### src/rtl/core_pkg.sv
// Core-wide types shared by the front end: fetch bundle width and the queued fetch entry.
package core_pkg;

    localparam int CORE_XLEN   = 32;
    localparam int FETCH_WIDTH = 2;

    typedef struct packed {
        logic [CORE_XLEN-1:0] pc;
        logic [CORE_XLEN-1:0] instr;
    } fetch_entry_t;

    // Entries actually consumed: slot 1 counts only alongside slot 0, and only where valid.
    function automatic logic [1:0] pop_count(input logic [1:0] accept, input logic [1:0] valid);
        logic take0;
        logic take1;
        take0 = accept[0] & valid[0];
        take1 = take0 & accept[1] & valid[1];
        return {1'b0, take0} + {1'b0, take1};
    endfunction

endpackage

### src/rtl/fetch_queue.sv
// Circular fetch buffer: pushes a pair of entries, pops 0..2 from the head, flushes to empty.
module fetch_queue
    import core_pkg::*;
#(
    parameter int FQ_DEPTH = 8
) (
    input  logic                       clk,
    input  logic                       reset,
    input  logic                       flush_i,
    input  logic                       push_i,
    input  fetch_entry_t               push0_i,
    input  fetch_entry_t               push1_i,
    input  logic [1:0]                 pop_i,
    output logic [1:0]                 valid_o,
    output fetch_entry_t               head0_o,
    output fetch_entry_t               head1_o,
    output logic [$clog2(FQ_DEPTH):0]  count_o
);

    localparam int PW = $clog2(FQ_DEPTH);
    localparam int CW = PW + 1;

    fetch_entry_t  mem_q [FQ_DEPTH];
    logic [PW-1:0] head_q, head_d;
    logic [PW-1:0] tail_q, tail_d;
    logic [CW-1:0] count_q, count_d;
    logic [PW-1:0] head1_s;
    logic [PW-1:0] tail1_s;
    logic [1:0]    pop_s;

    assign head1_s = head_q + PW'(1);
    assign tail1_s = tail_q + PW'(1);
    assign valid_o = {count_q >= CW'(2), count_q >= CW'(1)};
    assign pop_s   = pop_count(pop_i, valid_o);
    assign count_o = count_q;

    // Decode only ever sees entries present at cycle start; empty slots read as zero.
    assign head0_o = valid_o[0] ? mem_q[head_q]  : '0;
    assign head1_o = valid_o[1] ? mem_q[head1_s] : '0;

    // Pointer and occupancy next-state; flush overrides any same-cycle push or pop.
    always_comb begin
        head_d  = head_q;
        tail_d  = tail_q;
        count_d = count_q;
        if (flush_i) begin
            head_d  = '0;
            tail_d  = '0;
            count_d = '0;
        end else begin
            head_d  = head_q + PW'(pop_s);
            tail_d  = push_i ? (tail_q + PW'(2)) : tail_q;
            count_d = count_q + (push_i ? CW'(2) : CW'(0)) - CW'(pop_s);
        end
    end

    // Pointer and occupancy registers.
    always_ff @(posedge clk or posedge reset) begin
        if (reset) begin
            head_q  <= '0;
            tail_q  <= '0;
            count_q <= '0;
        end else begin
            head_q  <= head_d;
            tail_q  <= tail_d;
            count_q <= count_d;
        end
    end

    // Entry storage; a response pair lands at tail and tail+1.
    always_ff @(posedge clk or posedge reset) begin
        if (reset) begin
            for (int i = 0; i < FQ_DEPTH; i++) begin
                mem_q[i] <= '0;
            end
        end else if (push_i && !flush_i) begin
            mem_q[tail_q]  <= push0_i;
            mem_q[tail1_s] <= push1_i;
        end else begin
            mem_q[tail_q]  <= mem_q[tail_q];
        end
    end

endmodule

### src/rtl/fetch_unit_checker.sv
// Simulation checks for the fetch stage: queue never overfills, responses echo the requested PC.
module fetch_unit_checker #(
    parameter int XLEN     = 32,
    parameter int FQ_DEPTH = 8,
    parameter int CW       = $clog2(FQ_DEPTH) + 1
) (
    input logic            clk,
    input logic            reset,
    input logic [CW-1:0]   count_i,
    input logic            imem_valid_i,
    input logic            squash_i,
    input logic [XLEN-1:0] resp_pc_i,
    input logic [XLEN-1:0] exp_pc_i
);

    a_fq_no_overflow: assert property (@(posedge clk) disable iff (reset)
        count_i <= CW'(FQ_DEPTH));

    a_resp_pc_match: assert property (@(posedge clk) disable iff (reset)
        (imem_valid_i && !squash_i) |-> (resp_pc_i == exp_pc_i));

endmodule

### src/rtl/fetch_unit.sv
// 2-wide fetch stage: owns the PC, issues paired ROM reads under a queue credit,
// buffers responses and presents up to two in-order entries to decode.
module fetch_unit
    import core_pkg::*;
#(
    parameter int              XLEN     = CORE_XLEN,
    parameter int              FQ_DEPTH = 8,
    parameter logic [XLEN-1:0] RESET_PC = '0
) (
    input  logic                 clk,
    input  logic                 reset,
    output logic                 imem_ren,
    output logic [XLEN-1:0]      imem_addr0,
    output logic [XLEN-1:0]      imem_addr1,
    input  logic                 imem_valid,
    input  logic [XLEN-1:0]      imem_rdata0,
    input  logic [XLEN-1:0]      imem_rdata1,
    input  logic [1:0][XLEN-1:0] imem_pc,
    input  logic                 redirect_valid,
    input  logic [XLEN-1:0]      redirect_pc,
    output logic [1:0]           fq_valid,
    output logic [XLEN-1:0]      fq_instr0,
    output logic [XLEN-1:0]      fq_instr1,
    output logic [XLEN-1:0]      fq_pc0,
    output logic [XLEN-1:0]      fq_pc1,
    input  logic [1:0]           dec_accept
);

    localparam int              CW          = $clog2(FQ_DEPTH) + 1;
    localparam logic [CW:0]     ISSUE_LIMIT = (CW+1)'(FQ_DEPTH - FETCH_WIDTH);
    localparam logic [XLEN-1:0] WORD_BYTES  = XLEN'(4);
    localparam logic [XLEN-1:0] PAIR_BYTES  = XLEN'(8);
    localparam logic [XLEN-1:0] ALIGN_MASK  = ~XLEN'(3);

    logic [XLEN-1:0] pc_q, pc_d;
    logic [XLEN-1:0] req_pc_q, req_pc_d;
    logic            inflight_q, inflight_d;
    logic            squash_q, squash_d;
    logic [CW-1:0]   count_s;
    logic [CW:0]     used_s;
    logic            issue_s;
    logic            push_s;
    logic [1:0]      valid_s;
    fetch_entry_t    push0_s, push1_s, head0_s, head1_s;

    // Credit counts queued entries plus the pair that is already on its way back.
    assign used_s  = {1'b0, count_s} + {{(CW-1){1'b0}}, inflight_q, 1'b0};
    assign issue_s = !reset && !redirect_valid && (used_s <= ISSUE_LIMIT);
    assign push_s  = imem_valid && !squash_q;
    assign push0_s = '{pc: imem_pc[0], instr: imem_rdata0};
    assign push1_s = '{pc: imem_pc[1], instr: imem_rdata1};

    assign imem_ren   = issue_s;
    assign imem_addr0 = reset ? '0 : pc_q;
    assign imem_addr1 = reset ? '0 : (pc_q + WORD_BYTES);

    assign fq_valid  = valid_s;
    assign fq_instr0 = head0_s.instr;
    assign fq_pc0    = head0_s.pc;
    assign fq_instr1 = head1_s.instr;
    assign fq_pc1    = head1_s.pc;

    // PC, inflight and squash next-state; a redirect overrides any issue.
    always_comb begin
        pc_d       = pc_q;
        req_pc_d   = req_pc_q;
        inflight_d = 1'b0;
        squash_d   = 1'b0;
        if (redirect_valid) begin
            pc_d     = redirect_pc & ALIGN_MASK;
            squash_d = inflight_q;
        end else if (issue_s) begin
            pc_d       = pc_q + PAIR_BYTES;
            req_pc_d   = pc_q;
            inflight_d = 1'b1;
        end else begin
            pc_d = pc_q;
        end
    end

    // Fetch control state.
    always_ff @(posedge clk or posedge reset) begin
        if (reset) begin
            pc_q       <= RESET_PC;
            req_pc_q   <= RESET_PC;
            inflight_q <= 1'b0;
            squash_q   <= 1'b0;
        end else begin
            pc_q       <= pc_d;
            req_pc_q   <= req_pc_d;
            inflight_q <= inflight_d;
            squash_q   <= squash_d;
        end
    end

    fetch_queue #(
        .FQ_DEPTH (FQ_DEPTH)
    ) u_fetch_queue (
        .clk     (clk),
        .reset   (reset),
        .flush_i (redirect_valid),
        .push_i  (push_s),
        .push0_i (push0_s),
        .push1_i (push1_s),
        .pop_i   (dec_accept),
        .valid_o (valid_s),
        .head0_o (head0_s),
        .head1_o (head1_s),
        .count_o (count_s)
    );

    fetch_unit_checker #(
        .XLEN     (XLEN),
        .FQ_DEPTH (FQ_DEPTH),
        .CW       (CW)
    ) u_checker (
        .clk          (clk),
        .reset        (reset),
        .count_i      (count_s),
        .imem_valid_i (imem_valid),
        .squash_i     (squash_q),
        .resp_pc_i    (imem_pc[0]),
        .exp_pc_i     (req_pc_q)
    );

endmodule

### config.mk
export PLATFORM = sky130hd
export DESIGN_NAME = fetch_unit
export DESIGN_NICKNAME = d
export VERILOG_FILES = /design/src/rtl/core_pkg.sv /design/src/rtl/fetch_queue.sv /design/src/rtl/fetch_unit_checker.sv /design/src/rtl/fetch_unit.sv
export SDC_FILE = /design/constraint.sdc
export NUM_CORES = 2
export LEC_CHECK = 0
export ABC_AREA = 0
export CAP_MARGIN = 25
export CELL_PAD_IN_SITES_DETAIL_PLACEMENT = 0
export CELL_PAD_IN_SITES_GLOBAL_PLACEMENT = 1
export CORE_ASPECT_RATIO = 1.1
export CORE_MARGIN = 3
export CORE_UTILIZATION = 35
export DETAILED_ROUTE_END_ITERATION = 12
export PLACE_DENSITY = 0.64
export SYNTH_ARGS = -nofsm -noshare
export SYNTH_HDL_FRONTEND = slang
export SYNTH_SLANG_ARGS = --single-unit
export TNS_END_PERCENT = 100
### constraint.sdc
create_clock -name clk -period 17.7 [get_ports clk]
set_input_delay 1.77 -clock clk [delete_from_list [all_inputs] [get_ports clk]]
set_output_delay 1.77 -clock clk [all_outputs]
set_load 0.02 [all_outputs]
==> flow_summary.yaml <==
power_and_ir_drop:
  leakage_nw: 15.17
  switchingPower_w: 0.002729
  combPwrFrac: 0.495
  power_w: 0.006838
  seqPwrFrac: 0.299
  p_clk_frac: 0.206
  switching_share: 0.3991
  powerDensity_nw_per_um2: 175.7
  internal_power_w: 0.004109
  ir_drop_mv: 0.1433
global_route:
  grt_use_met3: 0.03992
  grt_max_degree: 169
  overflow: 0
  antenna_found_initial: 15
  globalRouteMet2Util: 0.4158
  grt_first_pass_wirelength_um: 174600
  met1_usage: 0.3163
  top_usage_layer: "met2"
  grt_pass1_vias: 26510
  grtUsageTotal: 0.2440
placed_design:
  io_buffers: 354
  hpwlAfterDp_um: 67440
  placed_area_um2: 36500
  gp_congestion: 0.8075
  pre_cts_ws_ns: 11.32
drt:
  routedWlPerCell_um: 26.90
  vias: 25980
  drtPass1Iterations: 5
  drc: 0
  via_per_inst: 5.963
  routed_wl_um: 117200
  ant_nets: 0
  drtIter0Drc: 2033
final_layout:
  final_net_count: 3322
  fin_area_um2: 38930
  layout-area-overhead-vs-synth_pct: 21.22
  drive_gt1_frac: 0.1644
synth:
  synth_xor_xnor_area_share: 0.005182
  yosysSeqAreaShare: 0.4309
  synth_mux_area_frac: 0.2697
  yosysUniqueCellTypes: 53
  synth-compound-area-share: 0.1210
  syn_inst: 2942
  yosys.area_share.simple: 0.1234
  synth_top_family_by_area: "multiplexers"
  synthFlopType: "dfrtp_1"
  synthAdderAreaFrac: 0.009585
  ys_async_sr_fraction: 1.000
  yosysWarnings: 0
  avgSynthCellArea_um2: 10.92
  ys_ff_latch: 553
  synth-edff-count: 0
  syn-cell-area_um2: 32110
clock_tree:
  cts-resized-gates: 0
  cts.sinks: 553
  cts_root_buf: "clkbuf_16"
  tritoncts: "built"
  clk_pin_slew_ns: 0.06
  clock_path_buffers: 3
  clk_latency_ns: 0.60
  cts_buffers: 68
  hold_buffers: 0
  postCtsSetupBuffers: 0
  htreeDepth: 3
worst_setup_path:
  required_ns: 15.93
  crit_arrival_ns: 4.72
  crit_cells: 7
  worstPathMaxFanout: 50
  reg2reg_depth: 8
  cpPeakStageDelay_ns: 0.89
  cpMaxStageDelayCell: "buf_4"
  endpoint_kind: "output port"
  cp_top_family: "buffers and inverters"
  cp_num_buf_inv: 3
  startpoint_type: "register"
  critPathKind: "reg2out"
  path_cells: "buf_16 > ha_4 > buf_4 > mux4_2 > nand2_1 > a21oi_1 > clkdlybuf4s50_1"
sta:
  tightest_slew_ns: 1.057
  whs_ns: 0.4948
  setup_ws_ns: 11.21
  finalCritPeriodShare: 0.3669
  fin_setup_tns_ns: 0
  period_needed_ns: 6.493
  rsz0062_at_grt: "no"
  max_freq_ghz: 0.1540
  max-slew-margin-rel: 0.2951
  skew_ns: 0.01628
  setup_viol: 0
  hold_viol: 0
  drv_slew: 0
outcome:
  status: "finished clean"
floorplan:
  start_util: 0.3560
  core_um2: 90220
  die-area_um2: 95430
  pin_count: 361
  die_y_um: 323.7
  rows: 115
  dieWidth_um: 294.8
hold_path:
  hold_class: "reg2reg"
  hold_depth: 2
job:
  cap_violations: 0
power groups by stage:
stage | clock [W] | sequential, W | combinational (W)
after floorplan | 0 | 0.00188 | 0.00230
after global placement | 0 | 0.00204 | 0.00333
after detailed placement | 0 | 0.00207 | 0.00337
after CTS | 0.00144 | 0.00205 | 0.00338
after global routing | 0.00149 | 0.00210 | 0.00364
final | 0.00141 | 0.00205 | 0.00338
kinds of logic (layout without fill, tap and decap cells):
kind of cell | after synthesis | count (layout)
AND/OR/NAND/NOR | 916 | 916
other | 1 | 14
adder cells (fa/ha/maj) | 24 | 24
XOR/XNOR | 19 | 19
multiplexers | 464 | 464
flip-flops | 553 | 553
AO/OA/AOI/OAI | 652 | 652
buffers and inverters | 313 | 544
Yosys cell counts, types with 33 or more instances:
cell type	instances	area (um2)
dfrtp_1	553	13840
a22o_1	128	1121
mux4_2	320	7207
nand2_1	435	1633
buf_2	62	310.3
nand3_1	135	675.7
mux2i_1	133	1331
a21oi_1	206	1031
o21ai_0	278	1391
nor2_1	231	867.1
clkbuf_1	190	713.2
buf_1	33	123.9
cells in the final DEF, fill, tap and decap left out, types with 13 or more instances in the layout:
cell type,count
nor2_1,231
ha_1,18
o21ai_0,278
nand3_1,135
dfrtp_1,548
nand2_1,429
a22o_1,128
buf_4,44
mux2i_1,133
mux4_2,320
or3_1,13
inv_1,18
a21oi_1,205
clkbuf_8,14
clkdlybuf4s50_1,352
nor3_1,13
clkbuf_16,71
nor2b_1,32
area by class of cell:
type	instances	area (um2)
Antenna cell	10	25.02
Clock buffer	97	2014
Clock inverter	17	200.2
Fill cell	8385	51290
Inverter	21	82.58
Multi-Input combinational cell	2079	17160
Sequential cell	553	13860
Tap cell	1170	1464
Timing Repair Buffer	409	4121
through the flow:
stage	util	std cells
final	0.4315	4356
after CTS	0.4292	4339
after detailed placement	0.4046	4225
after global routing	0.4314	4351
after floorplan	-	2945
after global placement	0.4040	4222
state kept, by name (all words and copies together) (netlist names):
register	flops
u_fetch_queue.mem_q	512
pc_q	30
u_fetch_queue.count_o	4
u_fetch_queue.head_q	3
u_fetch_queue.tail_q	2
inflight_q	1
squash_q	1
routing by layer:
| metal | wire length [um] | up-vias |
|---|---|---|
| met5 | 69 | - |
| met2 | 58620 | 1058 |
| met3 | 7595 | 172 |
| met1 | 47310 | 13500 |
| met4 | 3587 | 10 |
| li1 | - | 11240 |
path summary, 6_finish.rpt:
kind	startpoint	end	slack, ns
worst min-delay path	u_fetch_queue.mem_q[17]	u_fetch_queue.mem_q[17]	0.49
worst max-delay path	u_fetch_queue.head_q[0]	fq_instr1[2]	11.21
worst max register to register	u_fetch_queue.tail_q[2]	u_fetch_queue.mem_q[327]	13.08
max in group asynchronous	reset	u_fetch_queue.mem_q[163]	13.78
min in group asynchronous	reset	u_fetch_queue.mem_q[391]	1.54
worst min register to register	u_fetch_queue.mem_q[17]	u_fetch_queue.mem_q[17]	0.49
tightest hold or removal path: stages (launching register included):
cell and delay (ns):
dfrtp_1 0.35, nand2_1 0.05, o21ai_0 0.06
No activity file was read; power rests on OpenSTA's default activity.
==> variant: new RTL, same flow settings <==
`FQ_DEPTH` is set to 8 in 3 places; all go to 4.
--- a/src/rtl/fetch_queue.sv
+++ b/src/rtl/fetch_queue.sv
@@ -2,7 +2,7 @@
 module fetch_queue
     import core_pkg::*;
 #(
-    parameter int FQ_DEPTH = 8
+    parameter int FQ_DEPTH = 4
 ) (
     input  logic                       clk,
     input  logic                       reset,
--- a/src/rtl/fetch_unit_checker.sv
+++ b/src/rtl/fetch_unit_checker.sv
@@ -1,7 +1,7 @@
 // Simulation checks for the fetch stage: queue never overfills, responses echo the requested PC.
 module fetch_unit_checker #(
     parameter int XLEN     = 32,
-    parameter int FQ_DEPTH = 8,
+    parameter int FQ_DEPTH = 4,
     parameter int CW       = $clog2(FQ_DEPTH) + 1
 ) (
     input logic            clk,
--- a/src/rtl/fetch_unit.sv
+++ b/src/rtl/fetch_unit.sv
@@ -4,7 +4,7 @@
     import core_pkg::*;
 #(
     parameter int              XLEN     = CORE_XLEN,
-    parameter int              FQ_DEPTH = 8,
+    parameter int              FQ_DEPTH = 4,
     parameter logic [XLEN-1:0] RESET_PC = '0
 ) (
     input  logic                 clk,
Check against the original RTL: not equivalent (Yosys sat finds a counterexample within 4 cycles, from zero or initial values and one cycle with reset high).
==> variant against the unedited design <==
  * Hold slack improved by 3.5 ps
  * Area after synthesis is 49% lower
  * Utilization increased by 4.1 points
  * Worst setup slack improved by 510 ps
  * Maximum frequency grew 8.5%
  * Final area is 44% lower
  * Non-clock buffer count shrank 39
  * Sequential cell count down 259
  * Wire length down 59%
  * Combinational power decreased by 49%
  * Global-route usage down 5.0 points
  * Power down 47%
==> variant: results (changes against the unedited design) <==
share of layout cells above drive strength 1 - 30.4% (+14 points)
max reg flops - 256 (-50%)
P_seq - 1.14 mW (-44%)
reg2reg start - squash_q$_DFF_PP0_
VDD IR max - 0.000100 V (-30%)
Met1 Routed Length - 20.5 mm (-57%)
status - completed
HPWL Detailed - 31.6 mm (-53%)
DR vias - 11600 (-55%)
first-pass GRT wire length - 74.9 mm (-57%)
die width - 212 um (-28%)
sequential share of cell area - 33.9% (-1.7 points)
clk_skew - 15.7 ps (-0.559 ps)
H-tree depth - 2 (-1)
clock buffers - 55 (-43%)
mux contribution to synthesized area - 35.5% (+8.5 points)
Synth Area in Compound Gates - 3.14% (-9.0 points)
area of the multi-input gates - 8600 sq um (-50%)
met2 usage - 30.9% (-11 points)
Post-Synth Adder-Cell Area - 0.808% (-0.15 points)
largest net degree at the start of global routing - 179 (+5.9%)
Critical Path Start - reset
Hold Crit Depth - 1 (-1)
Num CTS Buffers - 36 (-47%)
Cells after DPL - 2092 (-50%)
Unique masters post-synth - 48 (-9.4%)
M1 GR Usage - 25.9% (-5.8 points)
DR WL met3 - 3.49 mm (-54%)
Fillers - 4179 (-50%)
synth-to-layout area growth - 32.4%
met3 GRT Util - 5.84% (+1.9 points)
crit path capture - imem_ren
cell area after placement - 20400 sq um (-44%)
Finished Layout Cells - 2165 (-50%)
ranking of synthesized cells by area - dfrtp_1 45%, mux2_2 18%, mux4_2 18%
Net Sw Power - 1.27 mW (-54%)
Non-clock buffers - 370 (-9.5%)
Non-Clock Inverter Count - 9 (-57%)
Avg WL per Cell - 22.1 um (-18%)
non-clk buf share - 17.1% (+6.6 points)
Max FO, Critical Path - 121 (+140%)
metal2 WL - 23.0 mm (-61%)
clock-cell share of area - 5.71% (+0.025 points)
RR Endpoint - u_fetch_queue.mem_q[4]$_DFFE_PP0P_
Mapped Cells - 1245 (-58%)
Post-synth top cells - 294 x dfrtp_1, 260 x mux2_2, 131 x and2_1, 128 x mux4_2, 84 x clkbuf_1
worst reg2reg path depth - 5 (-3)
reg2reg setup slack - 14440 ps (+1360 ps)
pre-CTS setup slack - 11530 ps (+210 ps)
xor and xnor fraction of the mapped netlist area - 1.44% (+0.92 points)
Multi-In Gates - 833 (-60%)
## variant: changes by cell type in the layout (fill, tap and decap cells not counted), moves of 188 or more
cell     delta
nand2_1   -398
dfrtp_1   -256
o21ai_0   -254
mux2_2    +252
a21oi_1   -192
mux4_2    -192
nor2_1    -188
## variant: worst min path at each step
stage / start / slack (ps) / end
CTS: inflight_q$_DFF_PP0_ / 510 / squash_q$_DFF_PP0_
floorplan: inflight_q$_DFF_PP0_ / 460 / squash_q$_DFF_PP0_
global route: inflight_q$_DFF_PP0_ / 530 / squash_q$_DFF_PP0_
detailed placement: inflight_q$_DFF_PP0_ / 490 / squash_q$_DFF_PP0_
finish: inflight_q$_DFF_PP0_ / 500 / squash_q$_DFF_PP0_
global placement: u_fetch_queue.mem_q[94]$_DFFE_PP0P_ / 500 / u_fetch_queue.mem_q[94]$_DFFE_PP0P_
## variant: worst max-delay path, cell delays in order
cell             delay, ps
buf_2                  100
buf_4                  320
inv_8                  640
o21ai_1                530
nor2_1                 200
clkdlybuf4s50_1        630
